<file path="config.mk">
export PLATFORM = sky130hd
export DESIGN_NAME = pending_request_encoder
export DESIGN_NICKNAME = d
export VERILOG_FILES = /design/src/rtl/pending_enc_pkg.sv /design/src/rtl/lsb_priority_encoder.sv /design/src/rtl/pending_request_encoder.sv
export SDC_FILE = /design/constraint.sdc
export NUM_CORES = 1
export LEC_CHECK = 0
export BUFFER_PORTS_ARGS = -buffer_cell sky130_fd_sc_hd__buf_2
export CORE_AREA = 2 2 146 148
export DETAILED_ROUTE_END_ITERATION = 12
export DIE_AREA = 0 0 148 150
export SETUP_SLACK_MARGIN = 0.15
export SYNTH_ARGS = -nofsm -noshare
export SYNTH_HDL_FRONTEND = slang
export SYNTH_SLANG_ARGS = --single-unit
</file>
<file path="constraint.sdc">
create_clock -name clk -period 33.3 [get_ports clk]
set_input_delay 4.995 -clock clk [delete_from_list [all_inputs] [get_ports clk]]
set_output_delay 4.995 -clock clk [all_outputs]
set_load 0.01 [all_outputs]
</file>
<file path="src/rtl/pending_enc_pkg.sv">
// Shared constants and types for the pending request encoder.
// Holds the index-width function, the output slot encoding and the drop counter default width.
package pending_enc_pkg;

    localparam int CNT_W_DEFAULT = 8;

    typedef enum logic {
        SLOT_EMPTY = 1'b0,
        SLOT_HOLD  = 1'b1
    } slotState_e;

    // The minimum result is 1, so a 2-input encoder still gets a 1-bit index.
    function automatic int clog2(input int n);
        int w;
        w = 1;
        while ((1 << w) < n) begin
            w++;
        end
        return w;
    endfunction

endpackage

</file>
<file path="src/rtl/lsb_priority_encoder.sv">
// Combinational lowest-set-bit encoder: index of the lowest set bit of vector, any = vector non-zero.
module lsb_priority_encoder
    import pending_enc_pkg::*;
#(
    parameter int N = 32
) (
    input  logic [N-1:0]          vector,
    output logic [clog2(N)-1:0]   index,
    output logic                  any
);

    localparam int W = clog2(N);

    // Scanning from the top down lets the lowest set bit overwrite all others.
    always_comb begin
        index = '0;
        for (int i = N - 1; i >= 0; i--) begin
            if (vector[i]) begin
                index = i[W-1:0];
            end
        end
    end

    assign any = |vector;

endmodule

</file>
<file path="src/rtl/pending_request_encoder.sv">
// Sticky pending register for N request lines, encoded one index per valid/ready handshake.
// Optional round-robin selection is enabled by defining PENDING_ENC_ROUND_ROBIN_EN.
module pending_request_encoder
    import pending_enc_pkg::*;
#(
    parameter int N     = 32,
    parameter int CNT_W = CNT_W_DEFAULT
) (
    input  logic                 clk,
    input  logic                 reset,
    input  logic [N-1:0]         reqIn,
    input  logic                 flush,
    input  logic                 outReady,
    output logic                 outValid,
    output logic [clog2(N)-1:0]  outIndex,
    output logic [N-1:0]         pendingOut,
    output logic [CNT_W-1:0]     dropCount
);

    localparam int W = clog2(N);

    function automatic int popCount(input logic [N-1:0] v);
        int c;
        c = 0;
        for (int i = 0; i < N; i++) begin
            if (v[i]) begin
                c++;
            end
        end
        return c;
    endfunction

    function automatic logic [CNT_W-1:0] satAdd(input logic [CNT_W-1:0] cnt, input int inc);
        longint sum;
        longint maxVal;
        sum    = longint'(cnt) + longint'(inc);
        maxVal = (longint'(1) << CNT_W) - 1;
        if (sum > maxVal) begin
            sum = maxVal;
        end
        return sum[CNT_W-1:0];
    endfunction

    logic [N-1:0] pending;
    slotState_e   slotState;
    slotState_e   slotNext;
    logic [W-1:0] selIdx;
    logic         selAny;
    logic         loadSlot;
    logic         takeReq;
    logic [N-1:0] loadMask;

`ifdef PENDING_ENC_ROUND_ROBIN_EN
    logic [W-1:0] rrPtr;
    logic [N-1:0] rrMask;
    logic [N-1:0] maskedVec;
    logic [W-1:0] maskedIdx;
    logic         maskedAny;
    logic [W-1:0] fullIdx;
    logic         fullAny;

    always_comb begin
        rrMask = '0;
        for (int i = 0; i < N; i++) begin
            rrMask[i] = (i >= int'(rrPtr));
        end
    end

    assign maskedVec = pending & rrMask;

    lsb_priority_encoder #(.N(N)) uMaskedEnc (
        .vector (maskedVec),
        .index  (maskedIdx),
        .any    (maskedAny)
    );

    lsb_priority_encoder #(.N(N)) uFullEnc (
        .vector (pending),
        .index  (fullIdx),
        .any    (fullAny)
    );

    // Nothing at or above the pointer means the search wraps to the lowest set bit.
    assign selIdx = maskedAny ? maskedIdx : fullIdx;
    assign selAny = fullAny;

    always_ff @(posedge clk or posedge reset) begin
        if (reset) begin
            rrPtr <= '0;
        end else if (takeReq) begin
            rrPtr <= (int'(selIdx) == N - 1) ? '0 : selIdx + 1'b1;
        end
    end
`else
    lsb_priority_encoder #(.N(N)) uEnc (
        .vector (pending),
        .index  (selIdx),
        .any    (selAny)
    );
`endif

    // Only the registered pending bits compete; same-cycle reqIn waits one edge.
    assign loadSlot = (slotState == SLOT_EMPTY) || outReady;
    assign takeReq  = loadSlot && selAny && !flush;

    always_comb begin
        loadMask = '0;
        for (int i = 0; i < N; i++) begin
            loadMask[i] = takeReq && (selIdx == i[W-1:0]);
        end
    end

    always_comb begin
        slotNext = slotState;
        if (flush) begin
            slotNext = SLOT_EMPTY;
        end else if (loadSlot) begin
            slotNext = selAny ? SLOT_HOLD : SLOT_EMPTY;
        end
    end

    always_ff @(posedge clk or posedge reset) begin
        if (reset) begin
            slotState <= SLOT_EMPTY;
        end else begin
            slotState <= slotNext;
        end
    end

    always_ff @(posedge clk or posedge reset) begin
        if (reset) begin
            pending <= '0;
        end else if (flush) begin
            pending <= '0;
        end else begin
            pending <= (pending & ~loadMask) | reqIn;
        end
    end

    // An empty load keeps the last index on the bus.
    always_ff @(posedge clk or posedge reset) begin
        if (reset) begin
            outIndex <= '0;
        end else if (takeReq) begin
            outIndex <= selIdx;
        end
    end

    // Requests discarded by flush are not counted as drops.
    always_ff @(posedge clk or posedge reset) begin
        if (reset) begin
            dropCount <= '0;
        end else if (!flush) begin
            dropCount <= satAdd(dropCount, popCount(reqIn & pending));
        end
    end

    assign outValid   = (slotState == SLOT_HOLD);
    assign pendingOut = pending;

endmodule

</file>
## Word-level counts from Yosys, hierarchy flattened

Cells that the tools add are included.

- Register bits after elaboration: 46
- Latch bits: 0
- RAM bits: 0
- ROM bits: 0
- Input port bits: 36
- Output and inout port bits: 46
- Memories: 0

- Add/sub/neg operators: 32
- Multipliers: 0
- Divide/modulo/power cells: 0
- Order comparisons: 1
- Equal/unequal tests: 31
- Shift operators: 0
- Multiplexer cells: 101
- Bitwise logic cells: 5
- Reductions and logical operators: 39

Operators by type and width:

| kind | number |
|---|---|
| $mux W32 | 64 |
| $add A32 B2 Y32 const B | 31 |
| $mux W5 | 32 |
| $eq A5 B5 Y1 const B | 16 |
| $and A32 B32 Y32 | 2 |
| $eq A5 B4 Y1 const B | 8 |
| $logic_and A1 B1 Y1 | 34 |
| $add A9 B32 Y33 | 1 |
| $gt A33 B9 Y1 const B | 1 |
| $not A32 Y32 | 1 |
| $or A32 B32 Y32 | 1 |
| $reduce_or A32 Y1 | 1 |
| $eq A5 B3 Y1 const B | 4 |
| $eq A5 B2 Y1 const B | 2 |
| $mux W8 | 1 |
| $eq A5 B1 Y1 const B | 1 |
| $logic_not A5 Y1 | 1 |
| $mux W1 | 4 |
| $reduce_bool A2 Y1 | 1 |
| $logic_not A1 Y1 | 1 |
| $logic_or A1 B1 Y1 | 1 |
| $not A1 Y1 | 1 |

## Logic depth before layout (Yosys ltp)

- Word-level depth: 99
- Mapped depth: 111

## By module

From an unflattened synthesis, not the netlist that was laid out.

- Cell total of the unflattened synthesis: 1,028
- Area total of the unflattened synthesis: 7,918.8 µm²

By module, submodules not included:

| module | times used | cells an instance | area each (µm²) | sequential area each (µm²) |
|---|---|---|---|---|
| pending_request_encoder | 1 | 963 | 7,533.5 | 1,151.1 |
| lsb_priority_encoder | 1 | 65 | 385.4 | 0.0 |

## Least setup slack after synthesis

No wires, ideal clock.

- Path type: input to register
- From: input reqIn[0]
- To: register dropCount[2]
- Arrival time: 23,256 ps
- Required time: 33,174 ps
- Path slack: 9,918 ps
- Cell stages on the path: 111
- Path buffers: 0
- Cell sequence: nand2_1 inv_1 ha_1 a21oi_1 nor2_1 ha_1 nand3_1 nand2_1 ha_1 nand3_1 o21ai_0 a21o_1 ha_1 nor2_1 nor2_1 ha_1 nand3_1 o31a_1 [75 not listed] ha_1 o21ai_0 inv_1 ha_1 nor2_1 a21oi_1 inv_1 fa_1 inv_1 a21oi_1 o21bai_1 a21o_1 a21o_1 a21o_1 nand2_1 nor3b_1 mux2i_1 o32a_1

- Word-level cells in the longest chain between the ends: 99

RTL lines:

| element | RTL line | RTL |
|---|---|---|
| start: declaration | pending_request_encoder.sv:11 | `input logic [N-1:0] reqIn,` |
| $and A32 B32 Y32 (*) | pending_request_encoder.sv:154 | `dropCount <= satAdd(dropCount, popCount(reqIn & pending));` |
| $mux W1 (*) | pending_request_encoder.sv:26 | `if (v[i]) begin` |
| $mux W32 (*) | pending_request_encoder.sv:153 | `end else if (!flush) begin` |
| $add A32 B2 Y32 | pending_request_encoder.sv:27 | `c++;` |
| $mux W32 (*) | pending_request_encoder.sv:26 |  |
| $mux W32 (*) | pending_request_encoder.sv:153 |  |
| $add A32 B2 Y32 | pending_request_encoder.sv:27 |  |
| $mux W32 (*) | pending_request_encoder.sv:26 |  |
| [83 not listed] | n/a |  |
| $mux W32 (*) | pending_request_encoder.sv:26 |  |
| $mux W32 (*) | pending_request_encoder.sv:153 |  |
| $add A32 B2 Y32 | pending_request_encoder.sv:27 |  |
| $mux W32 (*) | pending_request_encoder.sv:26 |  |
| $mux W32 (*) | pending_request_encoder.sv:153 |  |
| $add A9 B32 Y33 (*) | pending_request_encoder.sv:36 | `sum = longint'(cnt) + longint'(inc);` |
| $gt A33 B9 Y1 | pending_request_encoder.sv:38 | `if (sum > maxVal) begin` |
| $mux W8 (*) | pending_request_encoder.sv:38 |  |
| end signal: assignment | pending_request_encoder.sv:154 |  |
| end: declaration | pending_request_encoder.sv:17 | `output logic [CNT_W-1:0] dropCount` |

Mark *: on every way between the ends. The rest lies on a longest branch, timed or not. The select of a mux whose other input is x is not followed.
A chain may end at the register's enable or synchronous reset.

## Worst setup path after layout

- From: input reqIn[0]
- To: register dropCount[5]

Same word-level chain as after synthesis.

==> flow_summary.yaml <==
setup_path:
  reg2reg_depth: 109
  critPathTopFamily: "adder cells"
  crit_path_max_fanout: 7
  worst_setup_path_start_kind: "input pin"
  r2r-end: "dropCount[5]"
  crit_buf_inv: 8
  r2r_slack_ps: 12280
  cpPeakStageDelay_ps: 390
  crit_arrival_ps: 25520
  crit_top_cell: "ha_1"
  crit_type: "in2reg"
  crit_path_end_kind: "flop"
  worstReg2RegStart: "pendingOut[0]"
  slowest_stage: "mux2i_1"
  required_ps: 33470
cells_and_area:
  ff_latch_area_um2: 1150
  multiInputGateArea_um2: 6640
  stdcell_count: 1417
  finalNetCount: 1216
  diodes: 0
  syn_to_final_growth_pct: 9.96
  finalCoreUtilization_pct: 43.0
  layout-drive-gt1-share_pct: 11.7
  fillers: 2185
power_and_ir_drop:
  swShare_pct: 50.3
  p_seq_share_pct: 9.8
  p_leak_nw: 3.80
  p_total_w: 0.000792
  power.internal_w: 0.000393
  clkPwrFrac_pct: 6.6
  combPwrFrac_pct: 83.6
  power_density_nw_per_um2: 89.0
  worst_ir_drop_vdd_uv: 181
  p_switching_w: 0.000398
floorplanning:
  fp.dieH_um: 150
  num_rows: 53
  io_pins: 82
  core_area_um2: 20700
  die_x_um: 148
  initial_core_util_pct: 39.1
  die-area_um2: 22200
placement:
  place_inst: 1409
  place_hpwl_mm: 18.7
  portBuffers: 81
  gp_congestion: 0.893
grt:
  grt_max_degree: 47
  grt_use_total_pct: 20.3
  grt_pass1_vias: 7476
  grt_antenna_before_repair: 0
  grt_pass1_wl_mm: 37.4
  gr-total-overflow: 0
routing:
  drc: 0
  drtAntennaViolNets: 0
  avgRoutedWirePerCell_um: 16.2
  num_vias: 8020
  dr.pass1.iters: 4
  drt_iter0_drc: 502
  wl_mm: 22.9
  via_per_inst: 5.66
logic_synthesis:
  synth_top_area_share_pct: 14.2
  yosys_register_bits: 46
  async_flop_share_pct: 100
  syn_area_per_cell_um2: 7.52
  syn_nets: 1151
  ys_seq_area_share_pct: 14.2
  synthFlopType: "dfrtp_1"
  ys_top_cells_by_area: "dfrtp_1, xnor2_1, nand2_1, ha_1, xnor3_1"
  yosysMostFrequentCell: "nand2_1"
  ys_top_cells_by_count: "nand2_1, nor2_1, a21oi_1"
  syn_area_um2: 8090
  syn_inst: 1076
  synth_enable_flop_cells: 0
  synth_top_area_cell: "dfrtp_1"
  yosysUniqueCellTypes: 98
  ys.warnings.count: 0
timing:
  maxSlewViolCount: 0
  tns_ps: 0
  worst_slew_pin_slew_ps: 999
  rsz0062_at_grt: "false"
  finClkSkew_ps: 5.74
  relSlewSlack_pct: 33.3
  finalCritPeriodShare_pct: 76.1
  max_freq_mhz: 39.4
  finalHoldViolCount: 0
  setup_viol: 0
  min_period_ps: 25350
status:
  outcome: "complete, no violations"
clock_tree:
  clkSinkCount: 46
  htreeDepth: 2
  post_cts_buffers: 0
  cts_root_buf: "clkbuf_16"
  cts_buffer_depth: 2
  cts_hold_buf: 0
  clkTransAtPathRegs_ps: 60
  cts-resized-gates: 0
  cts_tree: "done"
  cts_inserted_buffers: 5
  clock_latency_ps: 290
worst_hold_path:
  holdPathStages: 2
  min_to: "outIndex[4]"
  min_from: "outIndex[4]"
  min_path_type: "reg2reg"
flow_run:
  cap_violations: 0
==> state kept, by name (all words and copies together), names as in the netlist <==
name	cells
dropCount	8
outIndex	5
outValid	1
pendingOut	32
==> how the worst max path moves through the flow <==
| stage | from | to | slack (ps) | cells after the start |
|---|---|---|---|---|
| floorplan | reqIn[0] | dropCount[2] | 9920 | 111 |
| global placement | reqIn[0] | dropCount[2] | 8360 | 112 |
| detailed placement | reqIn[0] | dropCount[2] | 7800 | 110 |
| CTS | reqIn[0] | dropCount[5] | 8080 | 110 |
| global route | reqIn[1] | dropCount[5] | 6150 | 112 |
| finish | reqIn[0] | dropCount[5] | 7950 | 110 |
==> cells in the final DEF (no fill, tap or decap), types with 38 or more instances in the layout <==
cell type,instances
xor2_1,43
ha_1,38
a21oi_1,84
o21ai_0,48
inv_1,48
nor2_1,107
buf_2,81
nand2_1,128
dfrtp_1,46
nand3_1,48
xnor2_1,74
==> worst register-to-register path, delay by kind of cell (launching register included) <==
family | cells | cell delay, ps
flip-flops | 1 | 440
AO/OA/AOI/OAI | 26 | 4970
AND/OR/NAND/NOR | 40 | 4600
adder cells (fa/ha/maj) | 31 | 9050
multiplexers | 5 | 1270
buffers and inverters | 7 | 560
==> logic make-up (layout without fill, tap and decap cells) <==
| family | after synthesis | count (layout) | share of synthesized area [%] |
|---|---|---|---|
| simple gates | 451 | 451 | 27.6 |
| compound gates | 296 | 296 | 24.5 |
| xor+xnor | 148 | 148 | 21.3 |
| buf+inv | 76 | 142 | 3.70 |
| flops | 46 | 46 | 14.2 |
| fa+ha+maj | 39 | 39 | 6.13 |
| mux | 20 | 20 | 2.52 |
==> through the flow <==
stage	cell area, um^2	hold slack, ps	worst slack, ps
floorplan	8090	515	9920
global placement	8740	460	8360
detailed placement	8740	473	7800
CTS	8890	503	8080
global route	8890	522	6150
finish	8890	499	7950
==> metal layers <==
layer / vias to the layer above / routed length, um / GRT usage [%]
met4: 0 / 111 / 2.29
met1: 3781 / 11200 / 28.5
met3: 8 / 780 / 1.52
li1: 4069 / - / -
met2: 162 / 10900 / 35.4
met5: - / 0 / 0
==> power groups by stage <==
| stage | Combinational, W | Clock, W | Sequential (W) |
|---|---|---|---|
| global route | 0.000742 | 0.0000563 | 0.0000790 |
| floorplan | 0.000547 | 0 | 0.0000778 |
| CTS | 0.000665 | 0.0000532 | 0.0000775 |
| detailed placement | 0.000661 | 0 | 0.0000785 |
| global placement | 0.000657 | 0 | 0.0000787 |
| finish | 0.000662 | 0.0000522 | 0.0000775 |
==> layout make-up <==
| cell class | instances | share of cell area [%] |
|---|---|---|
| sequential | 46 | 12.9 |
| clock inverter | 2 | 0.141 |
| multi-input combinational | 954 | 74.6 |
| clock buffer | 6 | 1.56 |
| tap | 275 | 3.87 |
| inverter | 53 | 2.29 |
| timing repair buffer | 81 | 4.56 |
Note: power is estimated with default switching activity, not from simulation.
